`src/rtl/alu_seq_if.sv`:
```
// Request/result bundle for alu_seq: operands and select in, registered result and flags out.
interface alu_seq_if #(parameter int WIDTH = 8);
  logic             valid_in;
  logic             ready_out;
  logic [2:0]       unit_sel_in;
  logic             op_sel_in;
  logic [WIDTH-1:0] acc_in;
  logic [WIDTH-1:0] src_in;
  logic             valid_out;
  logic [WIDTH-1:0] res_out;
  logic             zero_out;
  logic             neg_out;
  logic             carry_out;
  logic             ovf_out;

  modport master (
    output valid_in, unit_sel_in, op_sel_in, acc_in, src_in,
    input  ready_out, valid_out, res_out, zero_out, neg_out, carry_out, ovf_out
  );

  modport slave (
    input  valid_in, unit_sel_in, op_sel_in, acc_in, src_in,
    output ready_out, valid_out, res_out, zero_out, neg_out, carry_out, ovf_out
  );
endinterface

```
`src/rtl/alu_seq.sv`:
```
// Registered ALU with flags: 1-cycle latency for all units except multiply (WIDTH cycles, shift-add).
// ready_out drops for the whole multiply; requests seen while not ready are dropped, not queued.
module alu_seq #(
  parameter int WIDTH = 8
) (
  input logic     clk_in,
  input logic     rst_in,
  alu_seq_if.slave bus
);
  localparam int SHAMT_W = $clog2(WIDTH);
  localparam int CNT_W   = $clog2(WIDTH) + 1;

  typedef enum logic {S_IDLE, S_MUL} state_t;

  state_t             r_state;
  logic               r_ready;
  logic               r_valid;
  logic [WIDTH-1:0]   r_res;
  logic               r_zero;
  logic               r_neg;
  logic               r_carry;
  logic               r_ovf;
  logic               r_mul_hi;
  logic [WIDTH-1:0]   r_mcand;
  logic [2*WIDTH-1:0] r_pp;
  logic [CNT_W-1:0]   r_cnt;

  logic               w_accept;
  logic [WIDTH-1:0]   w_addend;
  logic [WIDTH:0]     w_sum;
  logic [SHAMT_W-1:0] w_shamt;
  logic [WIDTH:0]     w_shl;
  logic [WIDTH:0]     w_shr;
  logic [WIDTH-1:0]   w_res;
  logic               w_carry;
  logic               w_ovf;
  logic [WIDTH:0]     w_pp_sum;
  logic [2*WIDTH-1:0] w_pp_nxt;
  logic [WIDTH-1:0]   w_mul_res;
  logic               w_mul_carry;

  assign w_accept = bus.valid_in & r_ready;

  always_comb begin
    w_addend = bus.op_sel_in ? ~bus.src_in : bus.src_in;
    w_sum    = {1'b0, bus.acc_in} + {1'b0, w_addend} + {{WIDTH{1'b0}}, bus.op_sel_in};
    w_shamt  = bus.src_in[SHAMT_W-1:0];
    // Extra bit on the shifted-out side captures the last bit lost; it stays 0 for a zero shift.
    w_shl    = {1'b0, bus.acc_in} << w_shamt;
    w_shr    = {bus.acc_in, 1'b0} >> w_shamt;
    w_res    = '0;
    w_carry  = 1'b0;
    w_ovf    = 1'b0;
    case (bus.unit_sel_in)
      3'b000: begin
        w_res   = w_sum[WIDTH-1:0];
        w_carry = w_sum[WIDTH];
        w_ovf   = (bus.acc_in[WIDTH-1] == w_addend[WIDTH-1]) &&
                  (w_sum[WIDTH-1] != bus.acc_in[WIDTH-1]);
      end
      3'b001: w_res = bus.op_sel_in ? ~(bus.acc_in & bus.src_in) : (bus.acc_in & bus.src_in);
      3'b010: begin
        w_res   = bus.op_sel_in ? w_shr[WIDTH:1] : w_shl[WIDTH-1:0];
        w_carry = bus.op_sel_in ? w_shr[0] : w_shl[WIDTH];
      end
      3'b011: w_res = bus.src_in;
      3'b100: w_res = bus.acc_in | bus.src_in;
      3'b101: w_res = bus.acc_in ^ bus.src_in;
      3'b111: w_res = bus.acc_in;
      default: w_res = '0;
    endcase
  end

  // Upper half accumulates, lower half holds the multiplier and shifts out one bit per step.
  always_comb begin
    w_pp_sum    = {1'b0, r_pp[2*WIDTH-1:WIDTH]} + (r_pp[0] ? {1'b0, r_mcand} : {(WIDTH+1){1'b0}});
    w_pp_nxt    = {w_pp_sum, r_pp[WIDTH-1:1]};
    w_mul_res   = r_mul_hi ? w_pp_nxt[2*WIDTH-1:WIDTH] : w_pp_nxt[WIDTH-1:0];
    w_mul_carry = ~r_mul_hi & (|w_pp_nxt[2*WIDTH-1:WIDTH]);
  end

  always_ff @(posedge clk_in or posedge rst_in) begin
    if (rst_in) begin
      r_state  <= S_IDLE;
      r_ready  <= 1'b1;
      r_valid  <= 1'b0;
      r_res    <= '0;
      r_zero   <= 1'b0;
      r_neg    <= 1'b0;
      r_carry  <= 1'b0;
      r_ovf    <= 1'b0;
      r_mul_hi <= 1'b0;
      r_mcand  <= '0;
      r_pp     <= '0;
      r_cnt    <= '0;
    end else begin
      r_valid <= 1'b0;
      case (r_state)
        S_IDLE: begin
          if (w_accept) begin
            if (bus.unit_sel_in == 3'b110) begin
              r_mcand  <= bus.acc_in;
              r_pp     <= {{WIDTH{1'b0}}, bus.src_in};
              r_mul_hi <= bus.op_sel_in;
              r_cnt    <= CNT_W'(WIDTH);
              r_ready  <= 1'b0;
              r_state  <= S_MUL;
            end else begin
              r_res   <= w_res;
              r_zero  <= ~|w_res;
              r_neg   <= w_res[WIDTH-1];
              r_carry <= w_carry;
              r_ovf   <= w_ovf;
              r_valid <= 1'b1;
            end
          end
        end
        S_MUL: begin
          r_pp  <= w_pp_nxt;
          r_cnt <= r_cnt - CNT_W'(1);
          if (r_cnt == CNT_W'(1)) begin
            r_res   <= w_mul_res;
            r_zero  <= ~|w_mul_res;
            r_neg   <= w_mul_res[WIDTH-1];
            r_carry <= w_mul_carry;
            r_ovf   <= 1'b0;
            r_valid <= 1'b1;
            r_ready <= 1'b1;
            r_state <= S_IDLE;
          end
        end
        default: begin
          r_ready <= 1'b1;
          r_state <= S_IDLE;
        end
      endcase
    end
  end

  assign bus.ready_out = r_ready;
  assign bus.valid_out = r_valid;
  assign bus.res_out   = r_res;
  assign bus.zero_out  = r_zero;
  assign bus.neg_out   = r_neg;
  assign bus.carry_out = r_carry;
  assign bus.ovf_out   = r_ovf;
endmodule

```
`src/flat_wrapper.sv`:
```
// flat-port wrapper written by rule: the top's interface ports become plain ports
module alu_seq_flat 
#(
  parameter int WIDTH = 8
)
  (clk_in, rst_in, bus_valid_in, bus_unit_sel_in, bus_op_sel_in, bus_acc_in, bus_src_in, bus_ready_out, bus_valid_out, bus_res_out, bus_zero_out, bus_neg_out, bus_carry_out, bus_ovf_out);
  alu_seq_if #(.WIDTH(WIDTH)) bus_i ();
  input logic clk_in;
  input logic rst_in;
  input wire logic [$bits(bus_i.valid_in)-1:0] bus_valid_in;
  input wire logic [$bits(bus_i.unit_sel_in)-1:0] bus_unit_sel_in;
  input wire logic [$bits(bus_i.op_sel_in)-1:0] bus_op_sel_in;
  input wire logic [$bits(bus_i.acc_in)-1:0] bus_acc_in;
  input wire logic [$bits(bus_i.src_in)-1:0] bus_src_in;
  output wire logic [$bits(bus_i.ready_out)-1:0] bus_ready_out;
  output wire logic [$bits(bus_i.valid_out)-1:0] bus_valid_out;
  output wire logic [$bits(bus_i.res_out)-1:0] bus_res_out;
  output wire logic [$bits(bus_i.zero_out)-1:0] bus_zero_out;
  output wire logic [$bits(bus_i.neg_out)-1:0] bus_neg_out;
  output wire logic [$bits(bus_i.carry_out)-1:0] bus_carry_out;
  output wire logic [$bits(bus_i.ovf_out)-1:0] bus_ovf_out;
  assign bus_i.valid_in = bus_valid_in;
  assign bus_i.unit_sel_in = bus_unit_sel_in;
  assign bus_i.op_sel_in = bus_op_sel_in;
  assign bus_i.acc_in = bus_acc_in;
  assign bus_i.src_in = bus_src_in;
  assign bus_ready_out = bus_i.ready_out;
  assign bus_valid_out = bus_i.valid_out;
  assign bus_res_out = bus_i.res_out;
  assign bus_zero_out = bus_i.zero_out;
  assign bus_neg_out = bus_i.neg_out;
  assign bus_carry_out = bus_i.carry_out;
  assign bus_ovf_out = bus_i.ovf_out;
  alu_seq #(.WIDTH(WIDTH)) u_core (.clk_in(clk_in), .rst_in(rst_in), .bus(bus_i));
endmodule
```
`config.mk`:
```
export PLATFORM = sky130hd
export DESIGN_NAME = alu_seq_flat
export DESIGN_NICKNAME = d
export VERILOG_FILES = /design/src/rtl/alu_seq_if.sv /design/src/rtl/alu_seq.sv /design/src/flat_wrapper.sv
export SDC_FILE = /design/constraint.sdc
export NUM_CORES = 1
export LEC_CHECK = 0
export CAP_MARGIN = 30
export CORE_ASPECT_RATIO = 0.7
export CORE_UTILIZATION = 60
export DETAILED_ROUTE_END_ITERATION = 10
export GPL_TIMING_DRIVEN = 0
export PLACE_DENSITY_LB_ADDON = 0.1
export REMOVE_ABC_BUFFERS = 1
export SYNTH_ARGS = -nofsm -noshare
export SYNTH_HDL_FRONTEND = slang
export SYNTH_SLANG_ARGS = --single-unit
```
`constraint.sdc`:
```
create_clock -name clk_in -period 7.8 [get_ports clk_in]
set_input_delay 0.78 -clock clk_in [delete_from_list [all_inputs] [get_ports clk_in]]
set_output_delay 0.78 -clock clk_in [all_outputs]
set_load 0.05 [all_outputs]
```
; ---- Yosys cells after proc, flatten, opt, wreduce, memory -nomap -nowiden
; Index checks and enable logic that the tools add are counted.
; W data, S select, Z words.
[totals]
regBits = 44
inputBits = 23
output_inout_bits = 14
word_cells = 99
[op_classes]
n_addsub = 4
eq_ne = 14
shift = 2
n_mux = 47
bitwise = 9
n_reduce_logical = 11
[op_table]
columns = cell, count
row1 = $mux W8, 8
row2 = $pmux W8 S7, 1
row3 = $mux W16, 2
row4 = $pmux W16 S2, 1
row5 = $reduce_or A8 Y1, 3
row6 = $mux W1, 23
row7 = $not A8 Y8, 2
row8 = $pmux W1 S2, 8
row9 = $pmux W8 S2, 1
row10 = $eq A3 B3 Y1 const B, 4
row11 = $add A8 B8 Y9, 1
row12 = $add A8 B9 Y9, 1
row13 = $add A9 B1 Y9, 1
row14 = $reduce_and A3 Y1, 3
row15 = $shl A8 B3 Y9, 1
row16 = $shr A9 B3 Y9, 1
row17 = $and A8 B8 Y8, 1
row18 = $mux W4, 2
row19 = $or A8 B8 Y8, 1
row20 = $pmux W4 S2, 1
row21 = $xor A8 B8 Y8, 1
row22 = $eq A3 B2 Y1 const B, 2
row23 = $eq A4 B1 Y1 const B, 1
row24 = $ne A2 B1 Y1 const B, 2
row25 = 11 further kinds, 15

; ---- Depth between registers and ports, before layout
; Gate-level depths: netlist (run 1).
[logic_depth]
word_depth = 10
mapped_depth = 12
mapped_depth_nobuf = 11

; ---- Worst setup path before layout (run 1)
; OpenSTA, ideal clock, no wires.
[synth_timing]
path_kind = input-to-reg
from = input port bus_op_sel_in
to = register u_core.r_zero, in the netlist u_core.bus.zero_out
setup_time_ns = 0.078
arrival_time_ns = 3.698
required_ns = 7.722
path_slack_ns = 4.024
path_stages = 11
path_cell_list = buf_2 clkbuf_1 clkbuf_1 xor2_1 ha_1 a21o_1 a211o_1 a311oi_1 nand2_1 or4b_2 o21bai_1
[synth_between]
elab_chain_len = 9
[synth_rtl]
columns = item, line
row1 = "start, declared", flat_wrapper.sv:12  ; input wire logic [$bits(bus_i.op_sel_in)-1:0] bus_op_sel_in;
row2 = $mux W8, alu_seq.sv:45  ; w_addend = bus.op_sel_in ? ~bus.src_in : bus.src_in;
row3 = $add A8 B8 Y9, alu_seq.sv:46  ; w_sum = {1'b0, bus.acc_in} + {1'b0, w_addend} + {{WIDTH{1'b0}}, bus.op_sel_in};
row4 = $add A9 B1 Y9, alu_seq.sv:46
row5 = $pmux W8 S7 (*), alu_seq.sv:54  ; case (bus.unit_sel_in)
row6 = $reduce_or A8 Y1 (*), alu_seq.sv:110  ; r_zero <= ~|w_res;
row7 = $logic_not A1 Y1 (*), alu_seq.sv:110
row8 = $mux W1 (*), alu_seq.sv:101  ; if (bus.unit_sel_in == 3'b110) begin
row9 = $mux W1 (*), alu_seq.sv:100  ; if (w_accept) begin
row10 = $pmux W1 S2 (*), alu_seq.sv:98  ; case (r_state)
row11 = "end signal, assigned", alu_seq.sv:110
row12 = "end signal, assigned", alu_seq.sv:123  ; r_zero <= ~|w_mul_res;
row13 = "end, declared", alu_seq.sv:19  ; logic r_zero;
; Every way passes the cells marked *; elsewhere a longest branch is shown, timed or not. The select of a mux whose other input is x is not followed.
; A chain may end at the register's enable or synchronous reset.

; ---- Final worst setup path (run 1)
[layout_timing]
from = input port bus_src_in[1]
to = register u_core.r_zero, in the netlist u_core.bus.zero_out
[layout_between]
elab_chain_len = 10
[layout_rtl]
columns = item, line
row1 = "start, declared", flat_wrapper.sv:14  ; input wire logic [$bits(bus_i.src_in)-1:0] bus_src_in;
row2 = $not A8 Y8, alu_seq.sv:45
row3 = $mux W8, alu_seq.sv:45
row4 = $add A8 B8 Y9, alu_seq.sv:46
row5 = $add A9 B1 Y9, alu_seq.sv:46
row6 = $pmux W8 S7 (*), alu_seq.sv:54
row7 = $reduce_or A8 Y1 (*), alu_seq.sv:110
row8 = $logic_not A1 Y1 (*), alu_seq.sv:110
row9 = $mux W1 (*), alu_seq.sv:101
row10 = $mux W1 (*), alu_seq.sv:100
row11 = $pmux W1 S2 (*), alu_seq.sv:98
; Marked as above.

==> impl_metrics.env, run 1 <==
export IMPL_grt_pass1_vias=3634
export IMPL_final_common_cell="nand2_1"
export IMPL_use_met3_pct=8.29
export IMPL_end_kind="register"
export IMPL_ctsHoldBuffers=0
export IMPL_hp_start="u_core.r_mcand[3]"
export IMPL_cts_resized=0
export IMPL_final_setup_tns_ns=0
export IMPL_final_max_slew_violation_count=0
export IMPL_synthMuxAreaShare_pct=7.84
export IMPL_gr_total_overflow=0
export IMPL_crit_reg2reg_launch="u_core.r_pp[0]"
export IMPL_vias_per_cell=6.59
export IMPL_powerDensity_nw_per_um2=111
export IMPL_cts_buffer_depth=2
export IMPL_synthSimpleGateAreaFrac_pct=19.2
export IMPL_antenna_found_initial=0
export IMPL_drc=0
export IMPL_cts_tree="done"
export IMPL_period_needed_ns=4.49
export IMPL_dpl_cell_area_um2=4620
export IMPL_clock_sinks=43
export IMPL_max_stage_delay_ns=1.13
export IMPL_final_nets=584
export IMPL_required_ns=8.03
export IMPL_start_kind="input port"
export IMPL_synth_warnings=0
export IMPL_gp_congestion=0.967
export IMPL_vias=4084
export IMPL_synth_xor_area_share_pct=4.35
export IMPL_async_flop_share_pct=100
export IMPL_syn_area_per_cell_um2=8.29
export IMPL_grt_pass1_wl_um=19000
export IMPL_fillCellCount=556
export IMPL_cts_buffers=5
export IMPL_syn_cell_area_um2=4230
export IMPL_clk_insertion_delay_late_ns=0.30
export IMPL_busiest_layer="met1"
export IMPL_ys_types=69
export IMPL_relSlewSlack_pct=32.8
export IMPL_grt_max_degree=44
export IMPL_num_antenna_cells=0
export IMPL_h_tree_depth=2
export IMPL_synth_edf_count=0
export IMPL_synth_top_family_by_area="compound AO/OA/AOI/OAI gates"
export IMPL_synth_cells=510
export IMPL_initial_utilization_pct=62.3
export IMPL_clockRootBuffer="clkbuf_8"
export IMPL_die_y_um=72.2
export IMPL_ant_nets=0
export IMPL_worst_setup_path_type="input port to register"
export IMPL_crit_slowest_cell="clkdlybuf4s50_1"
export IMPL_met2_usage_pct=50.3
export IMPL_die_w_um=102
export IMPL_fin_crit_sh_pct=57.5
export IMPL_ir_drop_mv=0.0961
export IMPL_area_growth_pct=11.3
export IMPL_drv_cap=0
export IMPL_crit_chain="clkdlybuf4s50_1 -> nand2b_1 -> nand2_1 -> fa_1 -> a21o_1 -> a211o_1 -> a311oi_1 -> nand2_1 -> or4b_2 -> o21bai_1"
export IMPL_critPathMaxFanout=27
export IMPL_final_setup_skew_ns=0.00666
export IMPL_port_buffers=36
export IMPL_design_area_um2=4700
export IMPL_p_leak_nw=2.17
export IMPL_dp_hpwl_um=9180
export IMPL_use_met1_pct=51.4
export IMPL_layout_drive_gt1_share_pct=5.89
export IMPL_core_um2=6790
export IMPL_status="finished clean"
export IMPL_num_rows=25
export IMPL_fmax_mhz=223
export IMPL_setup_violations_final=0
export IMPL_synthAdderAreaFrac_pct=11.0
export IMPL_synth_seq_cells=43
export IMPL_hold_viol=0
export IMPL_path_clk_slew_ns=0.08
export IMPL_boundaryPins=37
export IMPL_synth_ff_type="dfrtp_1"
export IMPL_cts_setup_buffers=0
export IMPL_rsz0062_at_grt="no"
export IMPL_dieArea_um2=7390
export IMPL_dr_pass1_iters=7
export IMPL_cpMostUsedCell="nand2_1"
export IMPL_final_cell_mix="nand2_1, dfrtp_1, o21ai_0"
export IMPL_worstMarginPinSlew_ns=1.00
export IMPL_ys_seq_area_share_pct=25.5
export IMPL_synth_compound_area_share_pct=25.4
export IMPL_arrival_ns=4.72
export IMPL_first_iter_violations=526
export IMPL_grt_use_total_pct=34.1
export IMPL_cp_startpoint="bus_src_in[1]"
export IMPL_hp_class="register to register"
export IMPL_drt_total_wl_um=12100
export IMPL_routedWlPerCell_um=19.5
stage by stage:
| step | utilization [%] | total power, W | instances | setup WS (ns) | hold slack [ns] |
|---|---|---|---|---|---|
| 3_5_place_dp | 68.1 | 0.000382 | 612 | 3.07 | 0.462 |
| 2_1_floorplan | - | 0.000322 | 480 | 4.65 | 0.442 |
| 4_1_cts | 69.3 | 0.000519 | 620 | 3.36 | 0.479 |
| 6_report | 69.3 | 0.000523 | 620 | 3.31 | 0.477 |
| 5_1_grt | 69.3 | 0.000543 | 620 | 3.19 | 0.519 |
| 3_3_place_gp | 67.6 | 0.000378 | 610 | 2.63 | 0.460 |
critical path: cells and delay by family:
family | cells | cell delay, ns
AOI/OAI and AO/OA | 4 | 1.07
adders and majority gates | 1 | 0.48
and+or+nand+nor | 4 | 1.24
buffers and inverters | 1 | 1.13
sequential cells by signal, indices dropped and copies added, names as in the netlist, 4 cells and up:
signal / cells
u_core.bus.res_out: 8
u_core.r_mcand: 8
u_core.r_pp: 16
u_core.r_cnt: 4
routing by layer:
metal | vias to the layer above | wire (um)
met5 | - | 0
met4 | 0 | 96
met3 | 15 | 1500
met2 | 241 | 5130
met1 | 1919 | 5390
li1 | 1909 | -
synthesized netlist by cell type (all sizes together), types with 7 or more instances:
cell type | instances | area, um^2
inv | 41 | 154
and2 | 8 | 50.1
a21oi | 24 | 120
nor3 | 12 | 60.1
a22o | 11 | 96.3
xor2 | 11 | 96.3
o211ai | 10 | 75.1
a211oi | 12 | 90.1
nor2b | 11 | 68.8
clkbuf | 24 | 90.1
dfrtp | 42 | 1050
ha | 34 | 425
xnor2 | 10 | 87.6
mux2i | 14 | 140
nor2 | 23 | 86.3
o21ai | 40 | 200
nand3 | 10 | 50.1
nand2 | 51 | 191
a222oi | 7 | 70.1
cells by family after synthesis:
family,Yosys count
flops,43
compound gates,156
xor+xnor,21
simple gates,156
fa+ha+maj,36
mux,25
buf+inv,73
path summary, 6_finish.rpt:
path | end | slack (ns) | cells past startpoint
setup / recovery | u_core.bus.zero_out | 3.31 | 10
hold / removal | u_core.r_mcand[3] | 0.48 | 2
setup reg to reg | u_core.bus.carry_out | 4.28 | 11
hold reg to reg | u_core.r_mcand[3] | 0.48 | 2
max in group asynchronous | u_core.r_pp[13] | 6.25 | 2
min in group asynchronous | u_core.r_cnt[0] | 1.00 | 2
power by group:
group	internal, W	leakage (nW)	switching, W
clock	0.0000629	0.0422	0.0000763
sequential	0.000223	0.561	0
combinational	0.0000658	1.57	0.0000949
total	0.000351	2.17	0.000171
final cells by class:
cell class / instances / area (um^2) / share of cell area, %
clock buffer: 7 / 76.3 / 1.62
inverter: 43 / 161 / 3.43
sequential: 43 / 1080 / 22.9
tap: 94 / 118 / 2.50
multi-input combinational: 394 / 2880 / 61.1
clock inverter: 1 / 5.00 / 0.106
timing repair buffer: 38 / 390 / 8.30
(Power assumes the default switching activity.)
==> inputs of run 2 (changes only) <==
Settings changed: CORE_UTILIZATION 60 to 54.
Clock period 7.8 ns to 3.61 ns, I/O delays scaled along.
==> impl_metrics.env, run 2 (same netlist as run 1, synthesis figures left out) <==
export IMPL_grt_max_degree=44
export IMPL_dieArea_um2=8190
export IMPL_port_buffers=36
export IMPL_drc=0
export IMPL_final_nets=584
export IMPL_first_iter_violations=507
export IMPL_grt_pass1_wl_um=19300
export IMPL_setup_violations_final=0
export IMPL_grt_use_total_pct=30.3
export IMPL_die_w_um=108
export IMPL_ir_drop_mv=0.154
export IMPL_num_rows=26
export IMPL_critPathMaxFanout=8
export IMPL_clk_insertion_delay_late_ns=0.30
export IMPL_cts_buffer_depth=2
export IMPL_status="finished clean"
export IMPL_cts_tree="done"
export IMPL_routedWlPerCell_um=19.0
export IMPL_core_um2=7450
export IMPL_drt_total_wl_um=11800
export IMPL_instances_no_fill=624
export IMPL_ant_nets=0
export IMPL_worst_setup_path_type="input port to register"
export IMPL_powerDensity_nw_per_um2=246
export IMPL_required_ns=3.83
export IMPL_h_tree_depth=2
export IMPL_cell_internal_pwr_w=0.000798
export IMPL_whs_ns=0.482
export IMPL_min_to="u_core.r_mcand[3]"
export IMPL_final_max_slew_violation_count=0
export IMPL_vias=4031
export IMPL_crit_reg2reg_launch="u_core.r_pp[0]"
export IMPL_layout_drive_gt1_share_pct=6.84
export IMPL_hp_class="register to register"
export IMPL_hold_path_depth=2
export IMPL_power_w=0.00117
export IMPL_cts_buffers=5
export IMPL_area_growth_pct=12.1
export IMPL_arrival_ns=3.72
export IMPL_dp_hpwl_um=9020
export IMPL_drv_cap=0
export IMPL_hp_start="u_core.r_mcand[3]"
export IMPL_p_switching_w=0.000369
export IMPL_gr_total_overflow=0
export IMPL_p_leak_nw=2.18
export IMPL_boundaryPins=37
export IMPL_reg2reg_slack_ns=0.27
export IMPL_start_kind="input port"
export IMPL_vias_per_cell=6.46
export IMPL_final_setup_skew_ns=0.00435
export IMPL_gp_congestion=0.951
export IMPL_dr_pass1_iters=5
export IMPL_placed_cells=616
export IMPL_fmax_mhz=286
export IMPL_worstMarginPinSlew_ns=1.02
export IMPL_largest_register_ffs=16
export IMPL_period_needed_ns=3.50
export IMPL_end_kind="register"
export IMPL_num_antenna_cells=0
export IMPL_comb_power_share_pct=29.7
export IMPL_hold_viol=0
export IMPL_die_y_um=76.0
export IMPL_clockRootBuffer="clkbuf_8"
export IMPL_regMostFlops="u_core.r_pp"
export IMPL_fin_crit_sh_pct=97.0
export IMPL_initial_utilization_pct=56.8
export IMPL_final_common_cell="nand2_1"
export IMPL_swShare_pct=31.6
export IMPL_rr_worst_depth=11
export IMPL_seqPwrFrac_pct=41.2
export IMPL_final_setup_tns_ns=0
export IMPL_final_cell_mix="nand2_1, dfrtp_1, o21ai_0"
export IMPL_clkPwrFrac_pct=29.1
export IMPL_path_clk_slew_ns=0.08
export IMPL_cts_setup_buffers=0
export IMPL_reg2reg_to="u_core.bus.zero_out"
export IMPL_relSlewSlack_pct=32.1
export IMPL_antenna_found_initial=0
export IMPL_rsz0062_at_grt="no"
export IMPL_grt_pass1_vias=3705
export IMPL_clock_sinks=43
run 2: cell count changes in the layout (fill, tap and decap cells not counted):
cell             delta
dfrtp_2             +1
a311oi_1            -1
dfrtp_1             -1
clkinv_2            -1
buf_2               -1
clkbuf_4            +1
clkbuf_8            +2
clkbuf_1            -1
clkdlybuf4s15_2     +2
clkdlybuf4s50_1     -2
a311oi_2            +1
run 2: area by class of cell:
cell class / instances / area (um^2)
clock buffer: 8 / 100
fill: 662 / 2710
inverter: 43 / 161
multi-input combinational: 394 / 2880
sequential: 43 / 1080
tap: 98 / 123
timing repair buffer: 38 / 395
run 2: how the worst max path moves through the flow:
stage | startpoint | to | slack, ns | cells after the start
2_1_floorplan | u_core.r_pp[0] | u_core.bus.zero_out | 0.68 | 11
3_3_place_gp | bus_op_sel_in | u_core.bus.zero_out | -1.15 | 10
3_5_place_dp | bus_src_in[1] | u_core.bus.zero_out | -0.74 | 10
4_1_cts | bus_op_sel_in | u_core.bus.zero_out | 0.09 | 10
5_1_grt | u_core.r_pp[0] | u_core.bus.carry_out | 0.001 | 11
6_report | bus_acc_in[0] | u_core.bus.zero_out | 0.11 | 9
run 2: per-stage QoR:
stage	area, um^2	worst slack, ns	utilization (%)
2_1_floorplan	4110	0.680	-
3_3_place_gp	4590	-1.15	61.6
3_5_place_dp	4630	-0.741	62.1
4_1_cts	4730	0.0940	63.5
5_1_grt	4740	0.00115	63.6
6_report	4740	0.110	63.6
run 2: what timing repair did:
item                                    CTS  global route
hold buffers                              0             0
endpoints found under the setup margin    3             1
gates resized for setup                   6             3
run 2: routing by layer:
metal	share of wire [%]	GRT usage, %	up-vias
met3	10	7.27	14
met1	48	47.6	1909
met4	1.3	6.03	0
met5	0	0	-
met2	40	41.7	205
li1	-	-	1903
run 2: worst max-delay path: stages:
cell and delay [ns]:
clkdlybuf4s50_1 0.63, mux2_2 0.42, fa_1 0.44, a21o_1 0.18, a211o_1 0.29, a311oi_2 0.41, nand2_1 0.14, or4b_2 0.67
o21bai_1 0.18
run 2: power by group through the flow:
stage	Sequential [W]	Combinational, W	Clock [W]
after global placement	0.000491	0.000326	0
after detailed placement	0.000491	0.000337	0
after floorplan	0.000491	0.000204	0
after CTS	0.000481	0.000338	0.000346
final	0.000481	0.000347	0.000339
after global routing	0.000481	0.000377	0.000363
==> variant 1: new RTL, settings of run 2 <==
`WIDTH` is set to 8 in 3 places; all go to 4.
--- a/src/rtl/alu_seq_if.sv
+++ b/src/rtl/alu_seq_if.sv
@@ -1,5 +1,5 @@
 // Request/result bundle for alu_seq: operands and select in, registered result and flags out.
-interface alu_seq_if #(parameter int WIDTH = 8);
+interface alu_seq_if #(parameter int WIDTH = 4);
   logic             valid_in;
   logic             ready_out;
   logic [2:0]       unit_sel_in;
--- a/src/rtl/alu_seq.sv
+++ b/src/rtl/alu_seq.sv
@@ -1,7 +1,7 @@
 // Registered ALU with flags: 1-cycle latency for all units except multiply (WIDTH cycles, shift-add).
 // ready_out drops for the whole multiply; requests seen while not ready are dropped, not queued.
 module alu_seq #(
-  parameter int WIDTH = 8
+  parameter int WIDTH = 4
 ) (
   input logic     clk_in,
   input logic     rst_in,
--- a/src/flat_wrapper.sv
+++ b/src/flat_wrapper.sv
@@ -1,7 +1,7 @@
 // flat-port wrapper written by rule: the top's interface ports become plain ports
 module alu_seq_flat 
 #(
-  parameter int WIDTH = 8
+  parameter int WIDTH = 4
 )
   (clk_in, rst_in, bus_valid_in, bus_unit_sel_in, bus_op_sel_in, bus_acc_in, bus_src_in, bus_ready_out, bus_valid_out, bus_res_out, bus_zero_out, bus_neg_out, bus_carry_out, bus_ovf_out);
   alu_seq_if #(.WIDTH(WIDTH)) bus_i ();
Interface: changed (resized bus_acc_in, bus_res_out and bus_src_in); port bits go from 37 to 25. The function was not compared with the original's and may differ.
==> variant 1 against run 2 <==
- power shrank 41%
- wire length shrank 57%
- critical path depth down 1
- worst hold slack lost 0.18 ns
- global-route usage fell by 5.9 points
- worst setup slack gained 0.29 ns
- synthesized area is 45% lower
- cell area decreased by 45%
- synthesized cell count shrank 50%
- sequential cell count decreased by 17
- highest routed layer unchanged
==> variant 1: results (changes against run 2) <==
| Metric | Value |
|---|---|
| Status | complete, no violations |
| Overall routing resource usage | 24.5% (-5.9 points) |
| Die width | 80.3 µm (-25%) |
| Clk_lat worst skew | 0.27 ns (-0.03 ns) |
| Synth area leaders | dfrtp_1 (27%), ha_1 (9.7%), mux2i_1 (3.9%), inv_1 (3.2%), nand2_1 (2.9%) |
| Maximum VDD drop | 0.207 mV (+35%) |
| Clk buf depth | 2 (unchanged) |
| Critical path fanouts, max | 19 (+11) |
| Vias in the first global route | 1735 (-53%) |
| Clk slew on worst S/H paths | around 0.090 ns |
| Setup WS pre-CTS | 0.0822 ns (+0.823 ns) |
| Biggest register | u_core.r_pp |
| Post-synthesis mux area share | 6.96% (-0.88 points) |
| Slowest CP cell | clkdlybuf4s50_1 |
| P_leak | 0.00121 µW (-44%) |
| Seq/Total Area, Yosys | 28.1% (+2.6 points) |
| Synth Area in XOR/XNOR | 4.37% (+0.021 points) |
| Post-synth top cells | dfrtp_1 (25), inv_1 (20), ha_1 (18), nand2_1 (18), nor2_1 (14) |
| GP Congestion | 0.773 (-19%) |
| WP data arrival | 3.38 ns (-0.34 ns) |
| Largest net degree at the start of global routing | 25 (-43%) |
| Starting DRT DRC Count | 203 (-60%) |
| CTS H-tree depth | 1 (-1) |
| Adder-Cell Fraction of Synth Area | 11.4% (+0.43 points) |
| Worst hold path type | in -> async |
| Drt wl/cell | 15.8 µm (-16%) |
| Detailed placement HPWL | 3820 µm (-58%) |
| Compound-Gate Fraction of Synth Area | 20.9% (-4.5 points) |
| Layout cell share with drive strength beyond 1 | 8.15% (+1.3 points) |
| Fin nets | 306 (-48%) |
| Port bufs | 24 (-33%) |
| Top delay family on crit path | buffers and inverters |
| N_diodes | 0 (unchanged) |
| Rel. slew slack | 39.9% (+7.8 points) |
| DR vias | 1907 (-53%) |
| Mapped Cells | 257 (-50%) |
| PostCTS Resize Cnt | 0 (-6) |
| Netlist cell types | 74 (+7.2%) |
| Max reg flops | 8 (-8) |
| Slowest Stage Delay on Critical Path | 1.06 ns (+0.39 ns) |
| Drt pass-1 iters | 4 (-1) |
| Cts bufs inserted | 3 (-2) |
| Vias per Instance | 5.92 (-8.3%) |
| Warnings, synthesis | 0 (unchanged) |
| Fillers | 336 (-49%) |
| Root Buffer | clkbuf_8 |
| First-pass GRT wire length | 8510 µm (-56%) |
| Skew final | 0.00522 ns (+0.000872 ns) |
==> variant 1: cell type report <==
| type | count | share of cell area, % |
|---|---|---|
| clock buffers | 3 | 1.57 |
| clock inverters | 1 | 1.14 |
| inverters | 22 | 3.24 |
| multi-input cells | 193 | 56.6 |
| flip-flops and latches | 26 | 24.8 |
| well taps | 52 | 2.48 |
| repair buffers | 25 | 10.2 |
==> variant 1: report_power, final <==
group	total [µW]	internal, µW	leakage (µW)	switching (µW)
combinational	160	72.4	0.000842	87.4
sequential	291	291	0.000334	0
clock	241	148	0.0000357	92.3
total	691	512	0.00121	180
==> variant 1: worst paths after layout <==
path / endpoint / cells after the start / from / slack (ns)
worst max-delay path: u_core.bus.res_out[2] / 8 / bus_op_sel_in / 0.40
worst min-delay path: u_core.r_cnt[0] / 2 / rst_in / 0.31
worst max register to register: u_core.bus.zero_out / 9 / u_core.r_pp[0] / 1.46
worst min register to register: u_core.r_cnt[2] / 1 / u_core.r_cnt[2] / 0.49
max in group asynchronous: u_core.bus.res_out[0] / 3 / rst_in / 2.91
min in group clk_in: u_core.r_cnt[2] / 1 / u_core.r_cnt[2] / 0.49
==> variant 1: logic make-up (layout without fill, tap and decap cells) <==
logic type | count (synthesis) | in the layout
AOI/OAI and AO/OA | 65 | 65
muxes | 15 | 15
xor gates and xnor gates | 10 | 10
adders and majority gates | 20 | 20
and+or+nand+nor | 83 | 83
DFF | 26 | 26
buffers and inverters | 38 | 51
==> variant 1: metrics by stage <==
stage	total power [µW]	area, µm²
after floorplan	392	2220
after global placement	450	2530
after detailed placement	456	2550
after CTS	697	2630
after global routing	727	2630
final	691	2630
==> variant 1: routing by layer <==
layer  GRT usage (%)  share of wire, %  vias up
met3            4.39               7.1        5
li1                -                 -      954
met2            35.0                41       61
met5               0                 0        -
met4            3.32              0.49        0
met1            38.7                51      887
==> variant 2: new RTL, flow settings as in run 2 <==
Without the edit above. Reset style: synchronous (`rst_in`), changed in one clocked block.
--- a/src/rtl/alu_seq.sv
+++ b/src/rtl/alu_seq.sv
@@ -79,7 +79,7 @@
     w_mul_carry = ~r_mul_hi & (|w_pp_nxt[2*WIDTH-1:WIDTH]);
   end
 
-  always_ff @(posedge clk_in or posedge rst_in) begin
+  always_ff @(posedge clk_in) begin
     if (rst_in) begin
       r_state  <= S_IDLE;
       r_ready  <= 1'b1;
Formal check against the unedited RTL: differs if rst_in is asserted again (counterexample within 4 cycles, from zero or initial values and one cycle with rst_in high); with rst_in held inactive, the same outputs for 4 cycles.
==> variant 2 against run 2 <==
- cell area is 3.6% lower
- count of clock-buffer cells in the layout is 2 lower
- global-route usage is 0.89 points lower
- wire length is 2.4% lower
- sequential cell count stayed put
- fmax is 2.6% higher
- synthesized area is 2.8% lower
- power is 8.4% higher
- clock power is 9.7% lower
- die area is 2.7% lower
- worst setup slack better by 0.088 ns
- clock skew is 0.00095 ns higher
- first-iteration DRC count is 30% lower
- largest cell class unchanged
- largest power group unchanged
- highest routed layer unchanged
==> variant 2: results (changes against run 2) <==
| Metric | Value |
|---|---|
| Async SR Flop Fraction | 0% (-100 points) |
| CTS H-tree depth | 2 (unchanged) |
| Cells after DPL | 650 (+5.5%) |
| Critical path fanouts, max | 21 (+13) |
| Detailed placement HPWL | 8640 µm (-4.2%) |
| Synth Flop Type | dfxtp_1 |
| Warnings, synthesis | 0 (unchanged) |
| Rel. slew slack | 28.9% (-3.2 points) |
| Vias per Instance | 6.17 (-4.6%) |
| Worst R2R Setup Slack | 0.41 ns (+0.14 ns) |
| Status | complete, no violations |
| Netlist cell types | 68 (-1.4%) |
| Clk_lat worst skew | 0.30 ns (about the same) |
| Synth area leaders | dfxtp_1 (21%), ha_1 (10%), a21oi_1 (7.1%), nand2_1 (5.8%), nor2_1 (5.8%) |
| Port bufs | 36 (unchanged) |
| Maximum VDD drop | 0.186 mV (+21%) |
| Met1 capacity usage during global routing | 44.1% (-3.5 points) |
| Clk slew on worst S/H paths | 0.08 ns (about the same) |
| Critical Path Start | bus_unit_sel_in[1] |
| Overall routing resource usage | 29.4% (-0.89 points) |
| Layout cell share with drive strength beyond 1 | 6.61% (-0.24 points) |
| Slowest Stage Delay on Critical Path | 0.83 ns (+0.16 ns) |
| Post-CTS Setup Repair Bufs | 0 (unchanged) |
| First-pass GRT wire length | 18100 µm (-6.3%) |
| Met2 usage | 43.8% (+2.1 points) |
| Cts bufs inserted | 5 (unchanged) |
| Reg2Reg Capture Point | u_core.bus.carry_out |
| Final WL | 11600 µm (-2.4%) |
| Skew final | 0.00530 ns (+0.000945 ns) |
| Met3 GRT Util | 6.15% (-1.1 points) |
| Largest net degree at the start of global routing | 59 (+34%) |
| Mapped Cells | 550 (+7.8%) |
| Post-synth top cells | nand2_1 (64), nor2_1 (63), a21oi_1 (58) |
| Hold endpoint | u_core.bus.res_out[2] |
| Drt wl/cell | 17.6 µm (-7.4%) |
| Fillers | 680 (+2.7%) |
| P_leak | 0.00187 µW (-14%) |
| Hold_sp | u_core.bus.res_out[2] |
| Starting DRT DRC Count | 355 (-30%) |
| Fin nets | 618 (+5.8%) |
| PostCTS Resize Cnt | 1 (-5) |
| R2r startpoint | u_core.r_pp[0] |
| Vias in the first global route | 3529 (-4.8%) |
| Drt pass-1 iters | 5 (unchanged) |
| Seq/Total Area, Yosys | 20.9% (-4.5 points) |
| Slowest CP cell | clkdlybuf4s50_1 |
| Reg2Reg Depth | 10 (-1) |
| GP Congestion | 0.940 (-1.2%) |
[variant 2: worst max path at each step]
stage | depth (start not counted) | to
global route | 8 | u_core.bus.zero_out
detailed placement | 10 | u_core.bus.res_out[6]
CTS | 11 | u_core.bus.zero_out
floorplan | 6 | u_core.bus.zero_out
finish | 8 | u_core.bus.zero_out
global placement | 10 | u_core.bus.res_out[6]
[variant 2: cells by family (layout without fill, tap and decap cells)]
group / after synthesis / count (layout) / share of synthesized area [%]
and+or+nand+nor: 198 / 198 / 22.7
AOI/OAI and AO/OA: 159 / 159 / 25.5
buffers and inverters: 64 / 74 / 6.33
DFF: 43 / 43 / 20.9
adders and majority gates: 36 / 36 / 11.3
muxes: 28 / 28 / 8.52
xor gates and xnor gates: 22 / 22 / 4.69
[variant 2: layout make-up]
cell class,instances,area share [%]
Multi-Input combinational cell,443,65.5
Sequential cell,43,18.9
Timing Repair Buffer,38,8.82
Tap cell,98,2.68
Inverter,28,2.30
Clock buffer,6,1.59
Clock inverter,2,0.274
[variant 2: routing by layer]
metal	share of wire, %	routed length [µm]
met1	49	5670
met2	41	4690
met3	9.4	1090
met4	0.87	100
met5	0	0
[variant 2: metrics by stage]
| stage | area, µm² | util (%) | hold WS, ns | TNS (ns) | setup WS, ns |
|---|---|---|---|---|---|
| global route | 4570 | 62.4 | 0.474 | 0 | 0.0501 |
| floorplan | 3960 | - | 0.426 | 0 | 0.809 |
| finish | 4570 | 62.4 | 0.441 | 0 | 0.198 |
| CTS | 4560 | 62.3 | 0.447 | 0 | 0.0128 |
| global placement | 4440 | 60.6 | 0.429 | -6.73 | -0.732 |
| detailed placement | 4480 | 61.2 | 0.436 | -1.00 | -0.394 |
[variant 2: where the power goes]
group | internal (µW) | switching, µW
clock | 135 | 171
combinational | 180 | 270
sequential | 491 | 17.4
total | 806 | 459
